### config.mk
export PLATFORM = sky130hd
export DESIGN_NAME = tennis_referee
export DESIGN_NICKNAME = d
export VERILOG_FILES = /design/src/rtl/tennis_pkg.sv /design/src/rtl/tennis_edge_detect.sv /design/src/rtl/tennis_referee.sv
export SDC_FILE = /design/constraint.sdc
export NUM_CORES = 1
export LEC_CHECK = 0
export CORE_MARGIN = 2
export CORE_UTILIZATION = 58
export CTS_CLUSTER_DIAMETER = 100
export DETAILED_ROUTE_END_ITERATION = 7
export PLACE_DENSITY = 0.88
export SETUP_SLACK_MARGIN = 0.5
export SLEW_MARGIN = 20
export SYNTH_ARGS = -nofsm -noshare
export SYNTH_HDL_FRONTEND = slang
export SYNTH_HIERARCHICAL = 1
export SYNTH_SLANG_ARGS = --single-unit
export TNS_END_PERCENT = 100
### constraint.sdc
create_clock -name clk -period 5.1 [get_ports clk]
set_input_delay 0.51 -clock clk [delete_from_list [all_inputs] [get_ports clk]]
set_output_delay 0.51 -clock clk [all_outputs]
set_load 0.01 [all_outputs]
### src/rtl/tennis_pkg.sv
// Shared encodings for the LED tennis referee: FSM states, player sides and
// the ball positions that form each player's hit window.
package tennis_pkg;

  localparam logic [1:0] ST_SERVE     = 2'd0;
  localparam logic [1:0] ST_RALLY     = 2'd1;
  localparam logic [1:0] ST_POINT     = 2'd2;
  localparam logic [1:0] ST_GAME_OVER = 2'd3;

  localparam logic SIDE_RIGHT = 1'b0;
  localparam logic SIDE_LEFT  = 1'b1;

  localparam logic [15:0] BALL_RIGHT_END = 16'h0001;
  localparam logic [15:0] BALL_LEFT_END  = 16'h8000;

  // Ball position at which the given side is allowed to return.
  function automatic logic [15:0] end_of(input logic side);
    return (side == SIDE_LEFT) ? BALL_LEFT_END : BALL_RIGHT_END;
  endfunction

  // Scores stop at the win threshold instead of wrapping.
  function automatic logic [3:0] sat_inc(input logic [3:0] score, input logic [3:0] limit);
    return (score < limit) ? score + 4'd1 : score;
  endfunction

endpackage

### src/rtl/tennis_edge_detect.sv
// Rising-edge detector for a debounced button level; one-cycle pulse out.
module tennis_edge_detect (
  input  logic clk,
  input  logic reset,
  input  logic level_i,
  output logic rise_o
);

  logic level_q;

  // Reset treats the button as already high, so a press held through reset
  // must be released before it can count again.
  always_ff @(posedge clk) begin
    if (reset) begin
      level_q <= 1'b1;
    end else begin
      level_q <= level_i;
    end
  end

  assign rise_o = level_i & ~level_q;

endmodule

### src/rtl/tennis_referee.sv
// Rally referee and score keeper: serves, returns, miss detection, point
// hold and win detection for the 16-LED tennis game.
module tennis_referee
  import tennis_pkg::*;
#(
  parameter int WIN_SCORE  = 7,
  parameter int POINT_HOLD = 50_000_000
) (
  input  logic        clk,
  input  logic        reset,
  input  logic        btn_right,
  input  logic        btn_left,
  input  logic [15:0] ball,
  output logic        right_trigger,
  output logic        left_trigger,
  output logic        ball_stop,
  output logic [3:0]  score_right,
  output logic [3:0]  score_left,
  output logic        serve_side,
  output logic        game_over,
  output logic        winner
);

  localparam int              CNT_W     = $clog2(POINT_HOLD + 1);
  localparam logic [CNT_W-1:0] HOLD_LAST = CNT_W'(POINT_HOLD - 1);
  localparam logic [3:0]      WIN_S     = 4'(WIN_SCORE);

  logic press_r, press_l;

  tennis_edge_detect u_edge_right (
    .clk     (clk),
    .reset   (reset),
    .level_i (btn_right),
    .rise_o  (press_r)
  );

  tennis_edge_detect u_edge_left (
    .clk     (clk),
    .reset   (reset),
    .level_i (btn_left),
    .rise_o  (press_l)
  );

  logic [1:0]       state_q, state_d;
  logic             expect_q, expect_d;
  logic             in_win_q, in_win_d;
  logic             locked_q, locked_d;
  logic [3:0]       score_r_q, score_r_d;
  logic [3:0]       score_l_q, score_l_d;
  logic             serve_side_q, serve_side_d;
  logic             winner_q, winner_d;
  logic [CNT_W-1:0] hold_q, hold_d;
  logic             rtrig_q, rtrig_d;
  logic             ltrig_q, ltrig_d;

  logic win_open;
  logic press_exp;
  logic press_srv;

  assign win_open  = (ball == end_of(expect_q));
  assign press_exp = (expect_q == SIDE_LEFT) ? press_l : press_r;
  assign press_srv = (serve_side_q == SIDE_LEFT) ? press_l : press_r;

  always_comb begin
    state_d      = state_q;
    expect_d     = expect_q;
    in_win_d     = in_win_q;
    locked_d     = locked_q;
    score_r_d    = score_r_q;
    score_l_d    = score_l_q;
    serve_side_d = serve_side_q;
    winner_d     = winner_q;
    hold_d       = hold_q;
    rtrig_d      = 1'b0;
    ltrig_d      = 1'b0;

    case (state_q)
      ST_SERVE: begin
        if (press_srv) begin
          if (serve_side_q == SIDE_LEFT) ltrig_d = 1'b1;
          else                           rtrig_d = 1'b1;
          expect_d = ~serve_side_q;
          in_win_d = 1'b0;
          locked_d = 1'b0;
          state_d  = ST_RALLY;
        end
      end

      ST_RALLY: begin
        // An accepted return wins over a miss when the window closes the same cycle.
        if (press_exp && win_open && !locked_q) begin
          if (expect_q == SIDE_LEFT) ltrig_d = 1'b1;
          else                       rtrig_d = 1'b1;
          expect_d = ~expect_q;
          in_win_d = 1'b0;
          locked_d = 1'b0;
        end else if (in_win_q && !win_open) begin
          if (expect_q == SIDE_LEFT) score_r_d = sat_inc(score_r_q, WIN_S);
          else                       score_l_d = sat_inc(score_l_q, WIN_S);
          serve_side_d = expect_q;
          in_win_d     = 1'b0;
          locked_d     = 1'b0;
          hold_d       = '0;
          state_d      = ST_POINT;
        end else begin
          if (press_exp && !win_open) locked_d = 1'b1;
          if (win_open)               in_win_d = 1'b1;
        end
      end

      ST_POINT: begin
        if (hold_q == HOLD_LAST) begin
          hold_d = '0;
          if (score_r_q == WIN_S || score_l_q == WIN_S) begin
            state_d  = ST_GAME_OVER;
            winner_d = (score_l_q == WIN_S) ? SIDE_LEFT : SIDE_RIGHT;
          end else begin
            state_d = ST_SERVE;
          end
        end else begin
          hold_d = hold_q + CNT_W'(1);
        end
      end

      ST_GAME_OVER: begin
        state_d = ST_GAME_OVER;
      end

      default: begin
        state_d = ST_SERVE;
      end
    endcase
  end

  always_ff @(posedge clk) begin
    if (reset) begin
      state_q      <= ST_SERVE;
      expect_q     <= SIDE_RIGHT;
      in_win_q     <= 1'b0;
      locked_q     <= 1'b0;
      score_r_q    <= 4'd0;
      score_l_q    <= 4'd0;
      serve_side_q <= SIDE_RIGHT;
      winner_q     <= SIDE_RIGHT;
      hold_q       <= '0;
      rtrig_q      <= 1'b0;
      ltrig_q      <= 1'b0;
    end else begin
      state_q      <= state_d;
      expect_q     <= expect_d;
      in_win_q     <= in_win_d;
      locked_q     <= locked_d;
      score_r_q    <= score_r_d;
      score_l_q    <= score_l_d;
      serve_side_q <= serve_side_d;
      winner_q     <= winner_d;
      hold_q       <= hold_d;
      rtrig_q      <= rtrig_d;
      ltrig_q      <= ltrig_d;
    end
  end

  assign right_trigger = rtrig_q;
  assign left_trigger  = ltrig_q;
  assign ball_stop     = (state_q == ST_POINT) || (state_q == ST_GAME_OVER);
  assign score_right   = score_r_q;
  assign score_left    = score_l_q;
  assign serve_side    = serve_side_q;
  assign game_over     = (state_q == ST_GAME_OVER);
  assign winner        = winner_q;

endmodule

# --- Word-level counts from Yosys, hierarchy flattened ---
# Index checks and enable logic that the tools add are counted.
op_classes:
  n_addsub: 3
  order_cmp: 2
  eq_ne: 14
  muxes: 36
  bitwise: 7
  n_reduce_logical: 20
ops:
  columns: ["operator", "count"]
  rows:
  - ["$mux 26", 3]
  - ["$pmux 26 s2", 1]
  - ["$add 26x1->26 const B", 1]
  - ["$eq 26x26->1 const B", 1]
  - ["$mux 1", 20]
  - ["$reduce_and 3->1", 6]
  - ["$eq 16x16->1", 1]
  - ["$mux 16", 1]
  - ["$mux 2", 5]
  - ["$ne 2x2->1 const B", 5]
  - ["$pmux 1 s2", 5]
  - ["$reduce_and 5->1", 2]
  - ["$add 4x1->4 const B", 2]
  - ["$eq 4x3->1 const B", 2]
  - ["$lt 4x3->1 const B", 2]
  - ["$ne 4x4->1 const B", 2]
  - ["$pmux 2 s4", 1]
  - ["$not 1->1", 5]
  - ["$eq 2x2->1 const B", 2]
  - ["$logic_and 1x1->1", 4]
  - ["$reduce_and 4->1", 1]
  - ["$reduce_bool 2->1", 2]
  - ["$and 1x1->1", 2]
  - ["$eq 2x1->1 const B", 1]
  - ["other kinds (3)", 5]
word_totals:
  regBits: 45
  inputBits: 20
  output_inout_bits: 14
  word_cells: 95

# --- Logic depth before layout (Yosys ltp) ---
# Gate-level depths: netlist of the first run.
logic_depth:
  ltp_word: 8
  depth_mapped: 9
  mapped_depth_nobuf: 7

# --- Modules after synthesis ---
# Netlist of the first run, hierarchy kept.
by_module_without_submodules:
  columns: ["mod", "n_inst", "cells_per_inst", "area_each_um2", "seq_area_each_um2"]
  rows:
  - ["tennis_referee", 1, 257, 2233.4, 860.8]
  - ["tennis_edge_detect", 2, 3, 32.5, 20.0]

# --- Worst setup path before layout of the first run ---
# Ideal clock, no wire load.
synth_path:
  path_type: "input -> register"
  from: "input ball[3]"
  to: "register hold_q[11]"
  setup_ns: 0.117
  arrival_time_ns: 1.767
  t_required_ns: 4.983
  setup_slack_ns: 3.216
  path_stages: 7
  path_buffers: 1
  path_cell_list: "nor4_2 > o211ai_4 > o21ai_4 > buf_2 > a211oi_1 > xnor2_1 > nor2_1"
synth_via:
  elab_chain_cells: 5
  elab_cells_between_ends: 8
  classes_between: "eq/ne (3); reduce/logical (5)"
synth_rtl:
  columns: ["item", "line_no", "rtl"]
  rows:
  - ["start, declared", "tennis_referee.sv:13", "input logic [15:0] ball,"]
  - ["$eq 16x16->1 *", "tennis_referee.sv:60", "assign win_open = (ball == end_of(expect_q));"]
  - ["$logic_not 1->1 or $logic_and 1x1->1 (tied branches)", "tennis_referee.sv:97, tennis_referee.sv:91", null]
  - ["$logic_and 1x1->1 (on tied branches)", "tennis_referee.sv:97, tennis_referee.sv:91", null]
  - ["$ne 2x2->1 (no line)", null, null]
  - ["$reduce_and 3->1 (no line) *", null, null]
  - ["end signal, assigned", "tennis_referee.sv:157", "hold_q <= hold_d;"]
  - ["end, declared", "tennis_referee.sv:52", "logic [CNT_W-1:0] hold_q, hold_d;"]
# Every way passes the cells marked *; elsewhere a longest branch is shown, timed or not.
# A chain may end at the register's enable or synchronous reset.

# --- Worst setup path in the final report of the first run ---
layout_path:
  from: "register state_q[0]"
  to: "register hold_q[12]"
layout_via:
  elab_chain_cells: 3
  elab_cells_between_ends: 7
  classes_between: "eq/ne (4); mux (1); reduce/logical (2)"
layout_rtl:
  columns: ["item", "line_no", "rtl"]
  rows:
  - ["start, declared", "tennis_referee.sv:44", "logic [1:0] state_q, state_d;"]
  - ["start signal, assigned", "tennis_referee.sv:149", "state_q <= state_d;"]
  - ["$eq 2x1->1 or $eq 2x2->1 (tied branches)", "tennis_referee.sv:77", "case (state_q)"]
  - ["$ne 2x2->1 (no line) or $reduce_bool 2->1 (tied branches)", null, null]
  - ["$reduce_and 3->1 (no line)", null, null]
# Parallel ways exist; a longest one is shown, timed or not.

==> impl_metrics.prom, run 1 <==
# TYPE chip_impl_metric gauge
chip_impl_info{name="outcome",value="completed"} 1
chip_impl_metric{name="timing.final.hold_violations",unit=""} 0
chip_impl_metric{name="postCtsResizedCells",unit=""} 0
chip_impl_info{name="worst_r2r_startpoint",value="state_q[0]"} 1
chip_impl_metric{name="place.gp.congestion",unit=""} 0.8617
chip_impl_metric{name="layout.cells.non_filler",unit=""} 337
chip_impl_metric{name="top_cell_type_s_share_of_synthesized_area",unit="%"} 39.19
chip_impl_metric{name="timing.slew.headroom",unit="%"} 32.17
chip_impl_metric{name="cp_num_buf_inv",unit=""} 0
chip_impl_metric{name="clk_latency",unit="ns"} 0.29
chip_impl_metric{name="p_comb_share",unit="%"} 5.2
chip_impl_metric{name="clock_power_share",unit="%"} 35.7
chip_impl_metric{name="drcViolationCount",unit=""} 0
chip_impl_metric{name="via_count",unit=""} 1976
chip_impl_metric{name="final.setup_skew",unit="ns"} 0.006408
chip_impl_metric{name="fraction_of_final_layout_cells_with_drive_strength_greater_than_1",unit="%"} 7.958
chip_impl_info{name="rsz0062_at_grt",value="no"} 1
chip_impl_info{name="critical_path.startpoint",value="state_q[0]"} 1
chip_impl_metric{name="grt_util_met1",unit="%"} 30.64
chip_impl_metric{name="cts.sinks",unit=""} 45
chip_impl_metric{name="mappedNetlistNets",unit=""} 286
chip_impl_metric{name="cts_buffer_depth",unit=""} 2
chip_impl_metric{name="combined_area_of_all_synthesized_cells",unit="mm^2"} 0.002298
chip_impl_info{name="timing.critical_path.slowest_stage_cell",value="nand2b_1"} 1
chip_impl_metric{name="groute.layer.met2.usage",unit="%"} 41.13
chip_impl_metric{name="synth_cell_types",unit=""} 47
chip_impl_info{name="yosys_most_used_dff",value="dfxtp_1"} 1
chip_impl_metric{name="final_antenna_violating_net_count",unit=""} 0
chip_impl_metric{name="maximum_level_of_the_cts_h_tree",unit=""} 2
chip_impl_metric{name="arrival",unit="ns"} 2.83
chip_impl_metric{name="synth_cells",unit=""} 263
chip_impl_info{name="setup.worst_path.class",value="reg -> reg"} 1
chip_impl_info{name="synth_top_cells_by_area",value="dfxtp_1 (39%), xnor2_1 (8.0%), nor2_1 (6.7%)"} 1
chip_impl_metric{name="setup_violations",unit=""} 0
chip_impl_metric{name="timing.critical_path.required",unit="ns"} 5.31
chip_impl_metric{name="cp_max_fo",unit=""} 24
chip_impl_metric{name="ios",unit=""} 34
chip_impl_metric{name="violation_count_after_the_first_detailed_routing_iteration",unit=""} 150
chip_impl_info{name="grt.busiest_layer",value="met2"} 1
chip_impl_metric{name="number_of_flops_mapped_to_enable_cells_by_yosys",unit=""} 0
chip_impl_metric{name="vias_per_cell",unit=""} 5.864
chip_impl_metric{name="fillers",unit=""} 297
chip_impl_info{name="path_cells",value="nand2b_1 -> nor2_1 -> nand4_1 -> nand2_1 -> nor2_1"} 1
chip_impl_metric{name="synthesis_warnings",unit=""} 6
chip_impl_metric{name="register_area",unit="um^2"} 900.9
chip_impl_metric{name="seq_power_share",unit="%"} 59.1
chip_impl_metric{name="cts_made_buffers",unit=""} 5
chip_impl_metric{name="grt_start_max_net_pins",unit=""} 25
chip_impl_info{name="layout.cells.most_common_list",value="dfxtp_1 (45), nor2_1 (41), clkdlybuf4s50_1 (33)"} 1
chip_impl_metric{name="cts_post_setup_buffers_inserted",unit=""} 0
chip_impl_metric{name="fmaxAchievable",unit="MHz"} 382.4
chip_impl_metric{name="port_buffers",unit=""} 33
chip_impl_metric{name="placeableCoreArea",unit="mm^2"} 0.003744
chip_impl_metric{name="power.switching",unit="mW"} 0.1269
chip_impl_metric{name="grt_pass1_wl",unit="um"} 8431
chip_impl_metric{name="switching_share",unit="%"} 20.94
chip_impl_metric{name="rrSetupSlack",unit="ns"} 2.49
chip_impl_metric{name="layout-area-overhead-vs-synth",unit="%"} 17.58
chip_impl_metric{name="dp_hpwl",unit="um"} 3308
chip_impl_metric{name="chip_height",unit="um"} 66.95
chip_impl_metric{name="grt.total_usage",unit="%"} 24.49
chip_impl_info{name="synth_top_area_cell",value="dfxtp_1"} 1
chip_impl_info{name="tritoncts_clock_tree",value="built"} 1
chip_impl_metric{name="syn_area_per_cell",unit="um^2"} 8.739
chip_impl_metric{name="antenna_violations_before_repair",unit=""} 0
chip_impl_metric{name="fin_setup_tns",unit="ns"} 0
chip_impl_info{name="crit_family",value="simple AND/OR/NAND/NOR gates"} 1
chip_impl_metric{name="horizontal_extent_of_the_die",unit="um"} 66.95
chip_impl_metric{name="count_of_inserted_antenna_diode_cells",unit=""} 0
chip_impl_info{name="mostFrequentLayoutCell",value="dfxtp_1"} 1
chip_impl_info{name="cp-start-kind",value="flip-flop"} 1
chip_impl_metric{name="timing.final.max_slew_violations",unit=""} 0
chip_impl_metric{name="num-nets-final",unit=""} 312
chip_impl_info{name="setup.worst_path.end_class",value="flip-flop"} 1
chip_impl_metric{name="synth-async-reset-ratio",unit="%"} 0
chip_impl_metric{name="overflow_left_after_global_routing",unit=""} 0
chip_impl_metric{name="period_needed",unit="ns"} 2.615
chip_impl_metric{name="cellInternalPower",unit="mW"} 0.4790
chip_impl_metric{name="logic_depth_of_the_worst_path_buffers_included",unit=""} 5
chip_impl_metric{name="min_period_over_period",unit="%"} 51.27
chip_impl_metric{name="post_cts_hold_fix_bufs",unit=""} 0
chip_impl_metric{name="start_util",unit="%"} 61.40
chip_impl_info{name="clk_root_buffer_cell",value="clkbuf_8"} 1
chip_impl_info{name="setup.worst_path.end",value="hold_q[12]"} 1
chip_impl_metric{name="multiInputGateArea",unit="mm^2"} 0.001291
chip_impl_info{name="worstReg2RegEnd",value="hold_q[12]"} 1
chip_impl_metric{name="rr_worst_depth",unit=""} 5
chip_impl_info{name="holdCritPathClass",value="reg -> reg"} 1
chip_impl_metric{name="maxCapViolCount",unit=""} 0
chip_impl_metric{name="max_slew.worst_pin.slew",unit="ns"} 1.017
chip_impl_metric{name="wl",unit="um"} 4678
chip_impl_metric{name="grt_pass1_vias",unit=""} 1937
chip_impl_metric{name="p_per_area",unit="mW/mm^2"} 224.2
chip_impl_metric{name="lkg_pwr",unit="nW"} 0.8323
chip_impl_metric{name="cp_slowest_stage_delay",unit="ns"} 0.84
chip_impl_metric{name="number_of_storage_elements_in_the_synthesis_netlist",unit=""} 45
chip_impl_metric{name="grt_util_met3",unit="%"} 5.574
chip_impl_metric{name="dp_cells",unit=""} 330
chip_impl_metric{name="rows",unit=""} 22
chip_impl_metric{name="drt_pass1_iterations",unit=""} 4
chip_impl_metric{name="worst_ir_drop_vdd",unit="uV"} 155.1
chip_impl_info{name="critical-path-top-cell-by-count",value="nor2_1"} 1
chip_impl_metric{name="post_drt_wl_per_cell",unit="um"} 13.88
chip_impl_metric{name="clkTransAtPathRegs",unit="ns"} 0.08
chip_impl_metric{name="die-area",unit="mm^2"} 0.004482
chip_impl_metric{name="seq_area_frac_synth",unit="%"} 39.19
[sequential cells by signal (all words and copies together) (netlist names), 2 cells and up]
register     count
hold_q          26
score_left       4
score_right      4
state_q          2
[cell usage after synthesis (2+ instances only)]
master / instances
xnor2_1: 21
a2111oi_2: 7
a21oi_1: 17
buf_6: 2
ha_1: 3
nor3_1: 9
inv_1: 9
mux2i_1: 3
and3_1: 4
a211oi_1: 7
nand4_1: 6
xor2_1: 4
o2111ai_1: 2
nand3_1: 11
nor2_1: 41
or3_1: 2
o21ai_0: 6
or2_1: 2
nand2_1: 17
or4_1: 2
clkbuf_1: 8
dfxtp_1: 45
nor2b_1: 2
a31oi_1: 2
o211ai_1: 2
and4_1: 2
buf_2: 4
nor4_1: 2
a41oi_1: 2
nor4_2: 2
[final cells by class]
type	instances	area share [%]
clock buffer	7	3.194
inverter	9	1.250
multi-input combinational	195	47.78
sequential	45	33.33
tap	48	2.222
timing repair buffer	33	12.22
[cell families after synthesis]
kind of cell | count (synthesis) | share of synthesized area (%)
DFF | 45 | 39.19
muxes | 3 | 1.307
adders and majority gates | 3 | 1.633
xor gates and xnor gates | 25 | 9.526
AOI/OAI and AO/OA | 52 | 17.91
and+or+nand+nor | 112 | 25.80
buffers and inverters | 23 | 4.627
[per-layer routing]
layer | wire length [um] | vias to the layer above
met2 | 2201 | 59
met3 | 238 | 6
li1 | - | 990
met4 | 53 | 0
met5 | 0 | -
met1 | 2184 | 921
[power by group through the flow]
stage,combinational (mW),clock (mW),sequential (mW)
after floorplan,0.0176,0,0.363
final,0.0317,0.216,0.358
after detailed placement,0.0318,0,0.366
after global placement,0.0310,0,0.366
after global routing,0.0347,0.234,0.358
after CTS,0.0319,0.222,0.358
[per-stage QoR]
stage          utilization [%]  total power, mW  hold WS, ns  setup WS (ns)  area, um^2
2_1_floorplan                -           0.3802       0.4662          3.216        2298
3_3_place_gp             69.89           0.3969       0.4725          2.399        2616
3_5_place_dp             69.89           0.3978       0.4733          2.304        2616
4_1_cts                  72.19           0.6119       0.4839          2.495        2703
5_1_grt                  72.19           0.6274       0.5164          2.159        2703
6_report                 72.19           0.6058       0.4826          2.485        2703
[tightest hold or removal path, stage by stage, from the launching register on]
cell     delay (ns)
dfxtp_1        0.32
o21ai_0        0.07
a21oi_1        0.06
[worst min path at each step]
stage	from	end	slack, ns	cells past startpoint
floorplan	in_win_q	state_q[1]	0.47	2
global placement	winner	winner	0.47	2
detailed placement	winner	winner	0.47	2
CTS	winner	winner	0.48	2
global route	winner	winner	0.52	2
finish	winner	winner	0.48	2
Note: power is estimated with default switching activity, not from simulation.
==> run 2: changes to the inputs <==
--- a/config.mk
+++ b/config.mk
@@ -6,10 +6,10 @@
 export NUM_CORES = 1
 export LEC_CHECK = 0
 export CORE_MARGIN = 2
-export CORE_UTILIZATION = 58
+export CORE_UTILIZATION = 48
 export CTS_CLUSTER_DIAMETER = 100
 export DETAILED_ROUTE_END_ITERATION = 7
-export PLACE_DENSITY = 0.88
+export PLACE_DENSITY = 0.78
 export SETUP_SLACK_MARGIN = 0.5
 export SLEW_MARGIN = 20
 export SYNTH_ARGS = -nofsm -noshare
==> constraint.sdc (replaced) <==
create_clock -name clk -period 2.1 [get_ports clk]
set_input_delay 0.21 -clock clk [delete_from_list [all_inputs] [get_ports clk]]
set_output_delay 0.21 -clock clk [all_outputs]
set_load 0.01 [all_outputs]
==> impl_metrics.prom, run 2 (synthesized netlist as in run 1, its figures left out) <==
# TYPE chip_impl_metric gauge
chip_impl_info{name="outcome",value="completed"} 1
chip_impl_metric{name="wl",unit="um"} 5708
chip_impl_metric{name="worst_ir_drop_vdd",unit="uV"} 298.4
chip_impl_metric{name="vias_per_cell",unit=""} 5.719
chip_impl_metric{name="place.gp.congestion",unit=""} 0.8800
chip_impl_metric{name="finalPower",unit="mW"} 1.483
chip_impl_metric{name="post_drt_wl_per_cell",unit="um"} 15.43
chip_impl_metric{name="grt_pass1_wl",unit="um"} 8638
chip_impl_info{name="setup.worst_path.class",value="reg -> reg"} 1
chip_impl_metric{name="count_of_inserted_antenna_diode_cells",unit=""} 0
chip_impl_info{name="crit_family",value="simple AND/OR/NAND/NOR gates"} 1
chip_impl_metric{name="chip_height",unit="um"} 73.20
chip_impl_metric{name="number_of_flip_flops_under_the_largest_register_name",unit=""} 26
chip_impl_info{name="holdCritPathClass",value="reg -> reg"} 1
chip_impl_metric{name="grt_start_max_net_pins",unit=""} 23
chip_impl_info{name="clk_root_buffer_cell",value="clkbuf_8"} 1
chip_impl_metric{name="rows",unit=""} 25
chip_impl_metric{name="layout-area-overhead-vs-synth",unit="%"} 40.94
chip_impl_metric{name="maximum_level_of_the_cts_h_tree",unit=""} 2
chip_impl_info{name="setup.worst_path.end_class",value="flip-flop"} 1
chip_impl_metric{name="timing.critical_path.required",unit="ns"} 2.29
chip_impl_metric{name="placed_area",unit="mm^2"} 0.002845
chip_impl_metric{name="cp_num_buf_inv",unit=""} 2
chip_impl_metric{name="antenna_violations_before_repair",unit=""} 0
chip_impl_info{name="layout.cells.most_common_list",value="nor2_1 (39), dfxtp_1 (30), clkdlybuf4s50_1 (21)"} 1
chip_impl_metric{name="cts_made_buffers",unit=""} 5
chip_impl_metric{name="overflow_left_after_global_routing",unit=""} 0
chip_impl_metric{name="p_comb_share",unit="%"} 7.1
chip_impl_metric{name="port_buffers",unit=""} 33
chip_impl_metric{name="final_cell_area",unit="mm^2"} 0.003239
chip_impl_metric{name="lkg_pwr",unit="nW"} 1.047
chip_impl_info{name="tritoncts_clock_tree",value="built"} 1
chip_impl_metric{name="dp_hpwl",unit="um"} 3620
chip_impl_metric{name="ios",unit=""} 34
chip_impl_metric{name="period_needed",unit="ns"} 1.761
chip_impl_metric{name="horizontal_extent_of_the_die",unit="um"} 73.20
chip_impl_metric{name="start_util",unit="%"} 49.32
chip_impl_metric{name="timing.final.hold_violations",unit=""} 0
chip_impl_metric{name="fin_setup_tns",unit="ns"} 0
chip_impl_metric{name="violation_count_after_the_first_detailed_routing_iteration",unit=""} 144
chip_impl_metric{name="fraction_of_final_layout_cells_with_drive_strength_greater_than_1",unit="%"} 28.48
chip_impl_metric{name="power.switching",unit="mW"} 0.3368
chip_impl_info{name="mostFrequentLayoutCell",value="nor2_1"} 1
chip_impl_metric{name="final_antenna_violating_net_count",unit=""} 0
chip_impl_metric{name="cp_max_fo",unit=""} 4
chip_impl_metric{name="post_cts_hold_fix_bufs",unit=""} 0
chip_impl_metric{name="setup_violations",unit=""} 0
chip_impl_metric{name="cts_buffer_depth",unit=""} 2
chip_impl_metric{name="placeableCoreArea",unit="mm^2"} 0.004661
chip_impl_info{name="path_cells",value="and3b_4 -> o211ai_4 -> o21ai_4 -> buf_6 -> nor4b_4 -> buf_4 -> xnor2_2 -> nor2_1"} 1
chip_impl_metric{name="cp_slowest_stage_delay",unit="ns"} 0.36
chip_impl_metric{name="drt_pass1_iterations",unit=""} 4
chip_impl_metric{name="die-area",unit="mm^2"} 0.005358
chip_impl_metric{name="clk_latency",unit="ns"} 0.29
chip_impl_metric{name="timing.final.max_slew_violations",unit=""} 0
chip_impl_info{name="cp-start-kind",value="flip-flop"} 1
chip_impl_metric{name="cts.sinks",unit=""} 45
chip_impl_metric{name="maxCapViolCount",unit=""} 0
chip_impl_info{name="rsz0062_at_grt",value="yes"} 1
chip_impl_info{name="regMostFlops",value="hold_q"} 1
chip_impl_metric{name="clock_power_share",unit="%"} 34.8
chip_impl_metric{name="via_count",unit=""} 2116
chip_impl_metric{name="grt_pass1_vias",unit=""} 1937
chip_impl_metric{name="drcViolationCount",unit=""} 0
chip_impl_metric{name="final.setup_skew",unit="ns"} 0.002573
chip_impl_metric{name="clkTransAtPathRegs",unit="ns"} 0.08
chip_impl_metric{name="min_period_over_period",unit="%"} 83.85
chip_impl_metric{name="timing.slew.headroom",unit="%"} 73.30
chip_impl_metric{name="p_per_area",unit="mW/mm^2"} 457.7
chip_impl_metric{name="fmaxAchievable",unit="MHz"} 567.9
chip_impl_metric{name="fin_util",unit="%"} 69.50
chip_impl_metric{name="grt.total_usage",unit="%"} 20.42
chip_impl_metric{name="num-nets-final",unit=""} 338
chip_impl_metric{name="max_slew.worst_pin.slew",unit="ns"} 0.3991
chip_impl_info{name="timing.critical_path.slowest_stage_cell",value="dfxtp_4"} 1
chip_impl_metric{name="seq_power_share",unit="%"} 58.1
chip_impl_metric{name="cellInternalPower",unit="mW"} 1.146
chip_impl_metric{name="switching_share",unit="%"} 22.72
chip_impl_metric{name="arrival",unit="ns"} 1.95
-- run 2: power groups by stage --
stage | clock network, mW | logic (mW) | registers, mW
finish | 0.516 | 0.106 | 0.861
global route | 0.556 | 0.113 | 0.862
CTS | 0.530 | 0.0955 | 0.862
detailed placement | 0 | 0.0958 | 0.882
global placement | 0 | 0.0945 | 0.882
floorplan | 0 | 0.0443 | 0.881
-- run 2: worst register-to-register path: stages, from the launching register on --
cell and delay (ns):
dfxtp_4 0.36, and3b_4 0.18, o211ai_4 0.28, o21ai_4 0.12
buf_6 0.13, nor4b_4 0.24, buf_4 0.19, xnor2_2 0.10
nor2_1 0.06
-- run 2: area by class of cell --
type                       count  area (um^2)
inverter                       9        33.78
multi-input combinational    195         1570
timing repair buffer          59        563.0
fill                         326         1421
tap                           54        67.56
clock buffer                   8        80.08
sequential                    45        924.6
-- run 2: through the flow --
step	hold slack [ns]	instances	worst slack, ns
6_report	0.4928	370	0.3392
5_1_grt	0.5070	370	0.2289
4_1_cts	0.4940	367	0.3116
3_5_place_dp	0.4828	351	-0.04366
3_3_place_gp	0.4778	351	0.0003351
2_1_floorplan	0.2997	263	0.3977
-- run 2: routing by layer --
layer,share of wire (%),global-route usage (%)
met2,50,34.43
met4,1.1,6.173
met1,45,26.09
met5,0,0
met3,3.7,4.282
-- run 2: worst paths after layout --
path / start / end / slack, ns / cells past startpoint
min reg2reg: hold_q[25] / hold_q[25] / 0.49 / 2
min: hold_q[25] / hold_q[25] / 0.49 / 2
max: expect_q / score_left[0] / 0.34 / 8
max reg2reg: expect_q / score_left[0] / 0.34 / 8
-- run 2: timing repair --
item                                    in CTS  in global routing
endpoints found under the setup margin      42                 43
pin swaps                                   25                 20
gates resized for setup                     31                 39
buffers inserted                             8                  3
